File: src/rtl/dmem_access_unit.sv
// MEM-stage data-memory access unit: turns EX/MEM loads/stores into a req/ack transaction and stalls the pipe.
// Optional statistics counters are enabled by defining DMEM_STATS_EN.
module dmem_access_unit #(
    parameter int unsigned ADDR_W  = 32,
    parameter int unsigned DATA_W  = 32,
    parameter int unsigned TIMEOUT = 255
) (
    input  logic              clk_i,
    input  logic              rst_i,
    input  logic              MemRead_i,
    input  logic              MemWrite_i,
    input  logic [ADDR_W-1:0] addr_i,
    input  logic [DATA_W-1:0] wdata_i,
    output logic              stall_o,
    output logic [DATA_W-1:0] rdata_o,
    output logic              rdata_valid_o,
    output logic              err_o,
    output logic              mem_req_o,
    output logic              mem_we_o,
    output logic [ADDR_W-1:0] mem_addr_o,
    output logic [DATA_W-1:0] mem_wdata_o,
    input  logic              mem_ack_i,
    input  logic [DATA_W-1:0] mem_rdata_i,
    output logic [31:0]       stat_access_o,
    output logic [31:0]       stat_stall_o
);

    typedef enum logic [1:0] {ST_IDLE, ST_WAIT, ST_DONE} state_t;

    // Counter holds the number of WAIT cycles already spent, so the abort fires on the TIMEOUT-th one.
    localparam logic [7:0] TIMEOUT_LAST = 8'(TIMEOUT - 1);

    state_t            state, state_next;
    logic              req, misaligned, accept, ack_done, timeout_hit;
    logic [7:0]        wait_cnt;
    logic              we_q, err_q;
    logic [ADDR_W-1:0] addr_q;
    logic [DATA_W-1:0] wdata_q, rdata_q;

    always_comb begin
        state_next    = state;
        stall_o       = 1'b0;
        err_o         = 1'b0;
        rdata_valid_o = 1'b0;
        accept        = 1'b0;
        ack_done      = 1'b0;
        timeout_hit   = 1'b0;
        misaligned    = 1'b0;
        req           = MemRead_i | MemWrite_i;
        case (state)
            ST_IDLE: begin
                if (req) begin
                    if (addr_i[1:0] != 2'b00) begin
                        misaligned = 1'b1;
                        err_o      = 1'b1;
                    end else begin
                        accept     = 1'b1;
                        stall_o    = 1'b1;
                        state_next = ST_WAIT;
                    end
                end
            end
            ST_WAIT: begin
                stall_o = 1'b1;
                if (mem_ack_i) begin
                    ack_done   = 1'b1;
                    state_next = ST_DONE;
                end else if (wait_cnt == TIMEOUT_LAST) begin
                    timeout_hit = 1'b1;
                    state_next  = ST_DONE;
                end
            end
            ST_DONE: begin
                err_o         = err_q;
                rdata_valid_o = ~we_q & ~err_q;
                state_next    = ST_IDLE;
            end
            default: state_next = ST_IDLE;
        endcase
    end

    assign rdata_o     = misaligned ? '0 : rdata_q;
    assign mem_req_o   = (state == ST_WAIT);
    assign mem_we_o    = we_q;
    assign mem_addr_o  = addr_q;
    assign mem_wdata_o = wdata_q;

    always_ff @(posedge clk_i) begin
        if (rst_i) begin
            state    <= ST_IDLE;
            wait_cnt <= '0;
            we_q     <= 1'b0;
            err_q    <= 1'b0;
            addr_q   <= '0;
            wdata_q  <= '0;
            rdata_q  <= '0;
        end else begin
            state <= state_next;
            if (accept) begin
                we_q     <= MemWrite_i;
                addr_q   <= {addr_i[ADDR_W-1:2], 2'b00};
                wdata_q  <= wdata_i;
                wait_cnt <= '0;
                err_q    <= 1'b0;
            end
            if (state == ST_WAIT) begin
                wait_cnt <= wait_cnt + 8'd1;
            end
            if (ack_done && !we_q) begin
                rdata_q <= mem_rdata_i;
            end
            if (timeout_hit) begin
                err_q <= 1'b1;
                if (!we_q) begin
                    rdata_q <= '0;
                end
            end
        end
    end

`ifdef DMEM_STATS_EN
    logic [31:0] stat_access_q, stat_stall_q;

    always_ff @(posedge clk_i) begin
        if (rst_i) begin
            stat_access_q <= '0;
            stat_stall_q  <= '0;
        end else begin
            if (ack_done) begin
                stat_access_q <= stat_access_q + 32'd1;
            end
            if (stall_o) begin
                stat_stall_q <= stat_stall_q + 32'd1;
            end
        end
    end

    assign stat_access_o = stat_access_q;
    assign stat_stall_o  = stat_stall_q;
`else
    assign stat_access_o = '0;
    assign stat_stall_o  = '0;
`endif

endmodule
File: config.mk
export PLATFORM = sky130hd
export DESIGN_NAME = dmem_access_unit
export DESIGN_NICKNAME = d
export VERILOG_FILES = /design/src/rtl/dmem_access_unit.sv
export SDC_FILE = /design/constraint.sdc
export NUM_CORES = 1
export LEC_CHECK = 0
export ABC_AREA = 0
export CAP_MARGIN = 10
export CORE_UTILIZATION = 30
export CTS_BUF_LIST = sky130_fd_sc_hd__clkbuf_16
export DETAILED_ROUTE_END_ITERATION = 10
export HOLD_SLACK_MARGIN = 0.1
export PLACE_DENSITY = 0.65
export SLEW_MARGIN = 20
export SYNTH_ARGS = -nofsm -noshare
export SYNTH_HDL_FRONTEND = slang
export SYNTH_SLANG_ARGS = --single-unit
File: constraint.sdc
create_clock -name clk_i -period 5.3 [get_ports clk_i]
set_input_delay 1.325 -clock clk_i [delete_from_list [all_inputs] [get_ports clk_i]]
set_output_delay 1.325 -clock clk_i [all_outputs]
set_load 0.1 [all_outputs]
======== Word level (Yosys, flattened, before mapping) ========
Cells that the tools add are included.
storage, ports and cells
  bits in registers ....................... 106
  output and inout port bits .............. 165
operators by class
  mux-type cells .......................... 27
  equality and inequality tests ........... 6
  bitwise operators ....................... 4
  reduce and logical (&&, ||, !) cells .... 7
  $add $sub $neg .......................... 1
operators with widths
  kind                   count
  $mux W32               4
  $mux W8                2
  $mux W1                14
  $add A8 B1 Y8 const B  1
  $eq A8 B8 Y1 const B   1
  $mux W2                4
  $reduce_bool A2 Y1     3
  $ne A2 B2 Y1 const B   2
  $pmux W1 S2            2
  $pmux W2 S2            1
  $ne A3 B1 Y1 const B   1
  $reduce_and A3 Y1      1
  $eq A2 B1 Y1 const B   1
  $eq A2 B2 Y1 const B   1
  $logic_not A2 Y1       1
  $not A1 Y1             2
  $and A1 B1 Y1          1
  $logic_and A1 B1 Y1    1
  $logic_not A1 Y1       1
  $or A1 B1 Y1           1

======== Longest topological paths before layout ========
Gate-level depths: netlist of the first run.
  depth in word-level cells ............... 6
  gate-level depth with buffers ........... 7
  mapped depth without buffers ............ 5

======== Least setup slack after synthesis of the first run ========
OpenSTA, ideal clock, no wires.
  kind .................................... in2out
  start ................................... input port addr_i[1]
  end ..................................... output port stall_o
  data arrival time ....................... 4173 ps
  cell stages on the path ................. 3
  slack ................................... -198 ps
  cells stage by stage .................... or2_2 > clkbuf_1 > o31ai_1
on the way
  longest elaborated chain between the ends .. 4
RTL lines
  item                RTL line  source
  start, declared     12        input logic [ADDR_W-1:0] addr_i,
  $reduce_bool A2 Y1  53        if (addr_i[1:0] != 2'b00) begin
  $mux W1             53
  $mux W1             52        if (req) begin
  $pmux W1 S2         50        case (state)
  end, declared       14        output logic stall_o,
No other way between the ends.

======== Worst setup path in the final report of the first run ========
  start ................................... input port MemWrite_i
  end ..................................... output port stall_o
on the way
  longest elaborated chain between the ends .. 3
RTL lines
  item             RTL line  source
  start, declared  11        input logic MemWrite_i,
  $or A1 B1 Y1     49        req = MemRead_i | MemWrite_i;
  $mux W1          52
  $pmux W1 S2      50
No other way between the ends.

==> impl_metrics.env, run 1 <==
export IMPL_status="finished, final reports clean"
export IMPL_min_path_cells=2
export IMPL_synth_cell_types=42
export IMPL_end_kind="primary output"
export IMPL_port_buffers=199
export IMPL_multiInputGateArea_mm2=0.00253
export IMPL_clkSinkCount=106
export IMPL_core_mm2=0.0167
export IMPL_synthesis_area_mm2=0.00517
export IMPL_finalSetupTns_ns=0
export IMPL_final_antenna_net_count=0
export IMPL_setup_violations=0
export IMPL_rsz0062_at_grt="false"
export IMPL_critPathSlowestCell="clkdlybuf4s50_1"
export IMPL_via_count=4875
export IMPL_drt_iter0_drc=229
export IMPL_worstReg2RegStart="state[1]"
export IMPL_cts_hold_buf=0
export IMPL_fin_nets=877
export IMPL_finalCritPeriodShare_pct=79.9
export IMPL_antenna_found_initial=0
export IMPL_synth_edf_count=0
export IMPL_slew_headroom_pct=30.4
export IMPL_design_area_mm2=0.00764
export IMPL_track_usage_pct=17.0
export IMPL_ys_warn_count=0
export IMPL_route_detailed_drc=0
export IMPL_worstRegToRegCells=4
export IMPL_max_stage_delay_ns=0.54
export IMPL_rows=47
export IMPL_clock_skew_ns=0.00684
export IMPL_finalNonFillerCells=999
export IMPL_worst_pin_slew_ns=1.04
export IMPL_hold_path_end="rdata_q[7]"
export IMPL_post_cts_buffers=0
export IMPL_vdd_drop_max_v=0.000172
export IMPL_dpl_hpwl_mm=9.90
export IMPL_area_growth_pct=47.6
export IMPL_critPathLaunchType="input pin"
export IMPL_nFillCells=1645
export IMPL_hold_viol=0
export IMPL_critPathTopFamily="buffers and inverters"
export IMPL_overflow=0
export IMPL_p_leak_nw=2.75
export IMPL_ys_seq_area_share_pct=41.0
export IMPL_synth_async_sr_flop_share_pct=0
export IMPL_detail_route_wirelength_mm=15.5
export IMPL_h_tree_depth=3
export IMPL_tritoncts="done"
export IMPL_place_inst=983
export IMPL_preCtsSetupSlack_ns=1.10
export IMPL_seq_area_mm2=0.00212
export IMPL_r2r_end="wait_cnt[4]"
export IMPL_maxSlewViolCount=0
export IMPL_crit_buf_inv=3
export IMPL_worst_hold_slack_ns=0.450
export IMPL_path_cells="clkdlybuf4s50_1 -> nor2_4 -> buf_4 -> o31ai_2 -> buf_12"
export IMPL_grt_max_degree=69
export IMPL_setup_ws_ns=1.07
export IMPL_path_max_fanout=30
export IMPL_cts_buffers=9
export IMPL_grt_pass1_wl_mm=24.1
export IMPL_ios=266
export IMPL_grt_pass1_vias=4510
export IMPL_synthCells=620
export IMPL_clockBufferDepth=2
export IMPL_start_util_pct=31.0
export IMPL_ys_ff_latch=106
export IMPL_avgSynthCellArea_um2=8.34
export IMPL_rrSetupSlack_ns=3.15
export IMPL_period_minus_slack_ns=4.23
export IMPL_hp_start="rdata_q[7]"
export IMPL_ys_flop_type="dfxtp_1"
export IMPL_post_cts_resized=0
export IMPL_drt_wirelength_per_cell_um=15.5
export IMPL_powerDensity_mw_per_mm2=286
export IMPL_critical_path_class="in2out"
export IMPL_cts_root_buffer="clkbuf_16"
export IMPL_drive_above_1_share_pct=9.88
export IMPL_gp_congestion=0.818
export IMPL_placed_area_mm2=0.00735
export IMPL_min_path_type="reg2reg"
export IMPL_worstPathRequired_ns=3.97
export IMPL_die_y_um=133
export IMPL_fmax_mhz=236
export IMPL_clk_latency_ns=0.35
export IMPL_diodes=0
export IMPL_final_cell_mix="164 x clkdlybuf4s50_1, 106 x dfxtp_1, 98 x a21oi_1, 69 x nand2_1, 67 x o31ai_1"
export IMPL_worstPathArrival_ns=2.91
export IMPL_die_area_mm2=0.0178
export IMPL_clk_pin_slew_ns=0.07
export IMPL_drv_cap=0
export IMPL_layout_commonest_cell="clkdlybuf4s50_1"
export IMPL_vias_per_cell=4.88
export IMPL_die_x_um=133
export IMPL_drt_first_pass_iters=4
## power by group
| group | internal (mW) | leakage [nW] | switching, mW |
|---|---|---|---|
| Combinational | 0.154 | 1.75 | 0.525 |
| Sequential | 0.823 | 0.860 | 0.0157 |
| Clock | 0.361 | 0.140 | 0.302 |
## state kept, by name, indices dropped and copies added (netlist names)
signal and count:
err_q 1, state 2, mem_we_o 1, wait_cnt 8, mem_wdata_o 32, mem_addr_o 30
rdata_q 32
## per-stage QoR
step / total power, mW / util [%]
2_1_floorplan: 1.40 / -
3_3_place_gp: 1.54 / 44.0
3_5_place_dp: 1.54 / 44.0
4_1_cts: 2.21 / 45.7
5_1_grt: 2.26 / 45.7
6_report: 2.18 / 45.7
## kinds of logic (layout without fill, tap and decap cells)
family | count (synthesis) | count (layout) | share of synthesized area, %
flip-flops | 106 | 106 | 41.0
other | 1 | 66 | 0.0725
AND/OR/NAND/NOR | 196 | 196 | 20.8
multiplexers | 1 | 1 | 0.218
AO/OA/AOI/OAI | 178 | 178 | 21.7
adder cells (fa/ha/maj) | 2 | 2 | 0.484
buffers and inverters | 136 | 230 | 15.6
## per-layer routing
layer / track usage, % / vias up / wire length [µm]
met4: 5.18 / 0 / 196
met5: 0 / - / 0
met2: 26.0 / 197 / 7100
met3: 5.18 / 13 / 1100
li1: - / 2398 / -
met1: 22.7 / 2267 / 7070
## Yosys cell counts (2+ instances only)
| cell type | count | area share [%] |
|---|---|---|
| clkbuf_1 | 49 | 3.6 |
| buf_6 | 5 | 1.1 |
| buf_2 | 11 | 1.1 |
| and2b_1 | 13 | 1.9 |
| or2_2 | 3 | 0.36 |
| inv_1 | 3 | 0.22 |
| nand2_1 | 69 | 5.0 |
| buf_4 | 66 | 9.6 |
| nand4_1 | 64 | 7.7 |
| a31o_2 | 2 | 0.34 |
| nor2b_1 | 20 | 2.4 |
| a21oi_1 | 98 | 9.5 |
| nand3_1 | 5 | 0.48 |
| ha_1 | 2 | 0.48 |
| nor4b_1 | 2 | 0.34 |
| nand2b_1 | 2 | 0.24 |
| nor3_1 | 3 | 0.29 |
| nor2_1 | 7 | 0.51 |
| o31ai_1 | 68 | 9.9 |
| dfxtp_1 | 106 | 41 |
## layout make-up
class | count | share of cell area (%)
multi-input cells | 443 | 33.1
clock buffers | 9 | 2.95
clock inverters | 7 | 0.786
flip-flops and latches | 106 | 27.8
repair buffers | 210 | 31.6
well taps | 220 | 3.60
inverters | 4 | 0.197
## how the worst max path moves through the flow
stage | cells after the start | start | to | slack (ns)
6_report | 5 | MemWrite_i | stall_o | 1.07
5_1_grt | 5 | MemWrite_i | stall_o | 0.99
4_1_cts | 5 | MemWrite_i | stall_o | 1.08
3_5_place_dp | 5 | MemWrite_i | stall_o | 1.10
3_3_place_gp | 6 | addr_i[1] | rdata_o[4] | 1.12
2_1_floorplan | 1 | mem_we_o | rdata_valid_o | 0.02
## tightest hold or removal path, stage by stage, from the launching register on
cell     delay [ns]
dfxtp_1        0.31
nand2_1        0.05
a21oi_1        0.05
Note: power is estimated with default switching activity, not from simulation.
==> run 2, diff against run 1 <==
clock period = 4.08 ns   (was 5.3 ns; I/O delays follow)
==> run 2 against run 1 <==
  * Core utilization grew 0.19 points
  * Critical path type unchanged
  * Critical endpoint is now rdata_o[2]
  * Non-clock buffer count is 2 higher
  * Cell count is 0.20% higher
==> impl_metrics.env, run 2 (synthesized netlist as in run 1, its figures left out) <==
export IMPL_start_util_pct=31.0
export IMPL_cp_num_cells=6
export IMPL_r2r_end="mem_we_o"
export IMPL_worstPathArrival_ns=2.43
export IMPL_layout_commonest_cell="clkdlybuf4s50_1"
export IMPL_area_growth_pct=48.2
export IMPL_rrSetupSlack_ns=1.94
export IMPL_cts_buffers=9
export IMPL_track_usage_pct=17.6
export IMPL_critPathTopFamily="buffers and inverters"
export IMPL_die_y_um=133
export IMPL_drt_iter0_drc=251
export IMPL_worstReg2RegStart="state[1]"
export IMPL_max_stage_delay_ns=0.51
export IMPL_final_antenna_net_count=0
export IMPL_diodes=0
export IMPL_worstPathRequired_ns=3.06
export IMPL_port_buffers=199
export IMPL_path_max_fanout=33
export IMPL_p_leak_nw=2.77
export IMPL_clk_pin_slew_ns=0.08
export IMPL_clkSinkCount=106
export IMPL_finalCritPeriodShare_pct=84.6
export IMPL_min_path_type="reg2reg"
export IMPL_antenna_found_initial=0
export IMPL_worst_pin_slew_ns=1.01
export IMPL_clockBufferDepth=2
export IMPL_slew_headroom_pct=32.4
export IMPL_setup_violations=0
export IMPL_overflow=0
export IMPL_worst_hold_slack_ns=0.451
export IMPL_status="finished, final reports clean"
export IMPL_grt_pass1_vias=4608
export IMPL_grt_pass1_wl_mm=25.0
export IMPL_final_cell_mix="161 x clkdlybuf4s50_1, 106 x dfxtp_1, 98 x a21oi_1, 69 x nand2_1, 67 x o31ai_1"
export IMPL_ios=266
export IMPL_end_kind="primary output"
export IMPL_tritoncts="done"
export IMPL_worstSetupEndpoint="rdata_o[2]"
export IMPL_cpMostUsedCell="buf_12"
export IMPL_worstRegToRegCells=4
export IMPL_critical_path_class="in2out"
export IMPL_drv_cap=0
export IMPL_startpoint="addr_i[1]"
export IMPL_clk_latency_ns=0.36
export IMPL_hold_viol=0
export IMPL_drive_above_1_share_pct=10.8
export IMPL_met1_usage_pct=23.4
export IMPL_crit_buf_inv=3
export IMPL_route_detailed_drc=0
export IMPL_path_cells="clkdlybuf4s50_1 -> nor2_4 -> nor3_4 -> buf_12 -> and2b_1 -> buf_12"
export IMPL_drt_wirelength_per_cell_um=15.7
export IMPL_grt_busiest_layer="met2"
export IMPL_rows=47
export IMPL_vias_per_cell=4.89
export IMPL_grt_max_degree=68
export IMPL_dpl_hpwl_mm=9.90
export IMPL_h_tree_depth=3
export IMPL_post_cts_resized=0
export IMPL_post_cts_buffers=0
export IMPL_period_minus_slack_ns=3.45
export IMPL_clock_skew_ns=0.0101
export IMPL_fin_nets=879
export IMPL_core_mm2=0.0167
export IMPL_powerDensity_mw_per_mm2=368
export IMPL_gp_congestion=0.745
export IMPL_finalNonFillerCells=1001
export IMPL_drt_first_pass_iters=4
export IMPL_grtUsageMet3_pct=5.25
export IMPL_place_inst=985
export IMPL_fmax_mhz=290
export IMPL_maxSlewViolCount=0
export IMPL_die_x_um=133
export IMPL_cts_hold_buf=0
export IMPL_vdd_drop_max_v=0.000222
export IMPL_via_count=4895
export IMPL_finalSetupTns_ns=0
export IMPL_grtUsageMet2_pct=27.1
export IMPL_critPathLaunchType="input pin"
export IMPL_rsz0062_at_grt="false"
export IMPL_critPathSlowestCell="clkdlybuf4s50_1"
export IMPL_cts_root_buffer="clkbuf_16"
export IMPL_die_area_mm2=0.0178
export IMPL_detail_route_wirelength_mm=15.7
## run 2: cell count changes in the layout (fill, tap and decap cells not counted)
cell             change
buf_4                +3
clkdlybuf4s50_1      -3
clkinv_2             -3
buf_12               +2
clkinv_4             +2
inv_6                +2
bufinv_16            -1
clkinv_1             -1
clkinvlp_4           +1
nor4b_1              -1
nor4b_2              +1
## run 2: worst register-to-register path: stages, from the launching register on
cell,delay [ns]
dfxtp_1,0.43
nor2_4,0.77
buf_4,0.47
nand3_1,0.22
a21oi_1,0.18
## run 2: how the worst min path moves through the flow
| stage | depth (start not counted) | to | start |
|---|---|---|---|
| finish | 2 | rdata_q[9] | rdata_q[9] |
| global route | 2 | rdata_q[12] | rdata_q[12] |
| global placement | 2 | rdata_q[30] | rdata_q[30] |
| floorplan | 2 | rdata_q[10] | rdata_q[10] |
| detailed placement | 2 | rdata_q[30] | rdata_q[30] |
| CTS | 2 | rdata_q[30] | rdata_q[30] |
## run 2: area by class of cell
class                   instances  area (µm²)
fillers                      1681        9030
multi-input cells             443        2540
repair buffers                212        2440
flip-flops and latches        106        2120
well taps                     220         275
clock buffers                   9         225
clock inverters                 7        53.8
inverters                       4        15.0
## run 2: where the power goes
group	leakage [nW]	internal, mW	switching (mW)	total [mW]
combinational	1.78	0.206	0.684	0.890
clock	0.130	0.419	0.423	0.842
sequential	0.860	1.07	0.0198	1.09
total	2.77	1.69	1.13	2.82
## run 2: layer usage
layer | up-vias | routed length [µm]
met5 | - | 0
met4 | 0 | 274
met3 | 22 | 1180
met2 | 190 | 7100
met1 | 2281 | 7190
li1 | 2402 | -
## run 2: per-stage QoR
stage	setup slack, ns	util, %	area, µm²	total power [mW]
finish	0.627	45.9	7670	2.82
global route	0.539	45.9	7670	2.93
CTS	0.616	45.9	7670	2.85
detailed placement	0.617	44.2	7390	2.00
global placement	0.631	44.2	7390	2.00
floorplan	0.0880	-	5430	1.82
==> run 3, diff against run 2 <==
clock period = 3.34 ns   (was 4.08 ns; I/O delays follow)
==> run 3 against run 2 <==
  * Sequential share of layout area increased by 0.54 points
  * Sequential power up 22%
  * Clock power grew 26%
  * Combinational power is 21% higher
  * Die area did not move
  * Wire length is 1.4% lower
  * Via count shrank 0.84%
  * Core utilization shrank 0.88 points
  * Clock skew is 0.0034 ns lower
  * Sequential cell count did not move
  * Power grew 23%
  * Register-to-register slack got worse by 0.66 ns
==> impl_metrics.env, run 3 (synthesized netlist as in run 1, its figures left out) <==
export IMPL_status="finished, final reports clean"
export IMPL_worstPathArrival_ns=2.27
export IMPL_multiInputGateArea_mm2=0.00253
export IMPL_die_area_mm2=0.0178
export IMPL_drt_first_pass_iters=4
export IMPL_drt_iter0_drc=234
export IMPL_hold_viol=0
export IMPL_clkPwrFrac_pct=30.6
export IMPL_rsz0062_at_grt="false"
export IMPL_powerDensity_mw_per_mm2=461
export IMPL_worstReg2RegStart="state[1]"
export IMPL_drive_above_1_share_pct=18.3
export IMPL_detail_route_wirelength_mm=15.5
export IMPL_critPathLaunchType="input pin"
export IMPL_tritoncts="done"
export IMPL_cts_buffers=9
export IMPL_cts_root_buffer="clkbuf_16"
export IMPL_grt_max_degree=68
export IMPL_vdd_drop_max_v=0.000221
export IMPL_grt_pass1_vias=4633
export IMPL_nFillCells=1657
export IMPL_finalNonFillerCells=999
export IMPL_gp_congestion=0.750
export IMPL_finalCritPeriodShare_pct=93.0
export IMPL_seq_area_mm2=0.00212
export IMPL_clk_pin_slew_ns=0.07
export IMPL_worstPathRequired_ns=2.50
export IMPL_sw_frac_of_total_pct=38.8
export IMPL_worstSetupEndpoint="rdata_o[2]"
export IMPL_drv_cap=0
export IMPL_die_y_um=133
export IMPL_r2r_end="wait_cnt[7]"
export IMPL_p_comb_share_pct=31.0
export IMPL_critical_path_class="in2out"
export IMPL_startpoint="addr_i[1]"
export IMPL_core_mm2=0.0167
export IMPL_layout_commonest_cell="dfxtp_1"
export IMPL_start_util_pct=31.0
export IMPL_worstRegToRegCells=4
export IMPL_rrSetupSlack_ns=1.28
export IMPL_worst_pin_slew_ns=0.857
export IMPL_via_count=4854
export IMPL_design_area_mm2=0.00752
export IMPL_placed_area_mm2=0.00724
export IMPL_final_antenna_net_count=0
export IMPL_maxSlewViolCount=0
export IMPL_dpl_hpwl_mm=9.72
export IMPL_final_cell_mix="106 x dfxtp_1, 99 x clkdlybuf4s50_1, 98 x a21oi_1, 74 x buf_4, 69 x nand2_1"
export IMPL_internal_power_mw=2.12
export IMPL_fmax_mhz=322
export IMPL_h_tree_depth=3
export IMPL_p_sw_mw=1.35
export IMPL_clock_skew_ns=0.00674
export IMPL_rows=47
export IMPL_clk_latency_ns=0.35
export IMPL_end_kind="primary output"
export IMPL_min_path_type="reg2reg"
export IMPL_grt_pass1_wl_mm=24.7
export IMPL_path_max_fanout=33
export IMPL_track_usage_pct=17.4
export IMPL_clockBufferDepth=2
export IMPL_vias_per_cell=4.86
export IMPL_cts_hold_buf=0
export IMPL_slew_headroom_pct=42.8
export IMPL_drt_wirelength_per_cell_um=15.5
export IMPL_seqPwrFrac_pct=38.4
export IMPL_ios=266
export IMPL_area_growth_pct=45.4
export IMPL_post_cts_buffers=0
export IMPL_port_buffers=199
export IMPL_overflow=0
export IMPL_setup_violations=0
export IMPL_place_inst=984
export IMPL_die_x_um=133
export IMPL_clkSinkCount=106
export IMPL_post_cts_resized=0
export IMPL_p_leak_nw=2.90
export IMPL_period_minus_slack_ns=3.11
export IMPL_route_detailed_drc=0
export IMPL_antenna_found_initial=0
export IMPL_fin_nets=878
[run 3: cell type report]
class | instances | share of cell area, %
repair buffers | 211 | 30.5
well taps | 220 | 3.66
clock inverters | 5 | 0.748
flip-flops and latches | 106 | 28.2
inverters | 4 | 0.200
clock buffers | 9 | 2.99
multi-input cells | 443 | 33.7
diodes | 1 | 0.0333
[run 3: worst min path at each step]
stage / from / endpoint / depth (start not counted)
detailed placement: rdata_q[10] / rdata_q[10] / 2
floorplan: rdata_q[10] / rdata_q[10] / 2
CTS: rdata_q[10] / rdata_q[10] / 2
global route: rdata_q[0] / rdata_q[0] / 2
finish: rdata_q[10] / rdata_q[10] / 2
global placement: rdata_q[3] / rdata_q[3] / 2
[run 3: through the flow]
stage	power (mW)	util, %	setup slack, ns	setup TNS, ns	hold slack (ns)
floorplan	2.22	-	-0.282	-5.09	0.429
global placement	2.43	43.3	0.267	0	0.437
detailed placement	2.44	43.3	0.228	0	0.443
CTS	3.52	45.0	0.231	0	0.453
global route	3.60	45.0	0.146	0	0.467
finish	3.47	45.0	0.232	0	0.450
[run 3: metal layers]
| layer | part of all wire (%) | global-route usage (%) |
|---|---|---|
| met1 | 47 | 23.9 |
| met2 | 45 | 27.1 |
| met3 | 6.1 | 3.42 |
| met4 | 1.4 | 6.00 |
| met5 | 0 | 0 |
[run 3: power by group through the flow]
| stage | Clock [mW] | Combinational (mW) | Sequential, mW |
|---|---|---|---|
| after floorplan | 0 | 0.632 | 1.59 |
| final | 1.06 | 1.08 | 1.33 |
| after CTS | 1.11 | 1.08 | 1.33 |
| after global routing | 1.15 | 1.12 | 1.34 |
| after detailed placement | 0 | 1.08 | 1.36 |
| after global placement | 0 | 1.07 | 1.36 |
[run 3: worst max-delay path, stage by stage]
cell and delay, ns:
clkdlybuf4s50_1 0.51, nor2_4 0.06, nor3_4 0.22, buf_12 0.21, and2b_1 0.23, buf_12 0.17
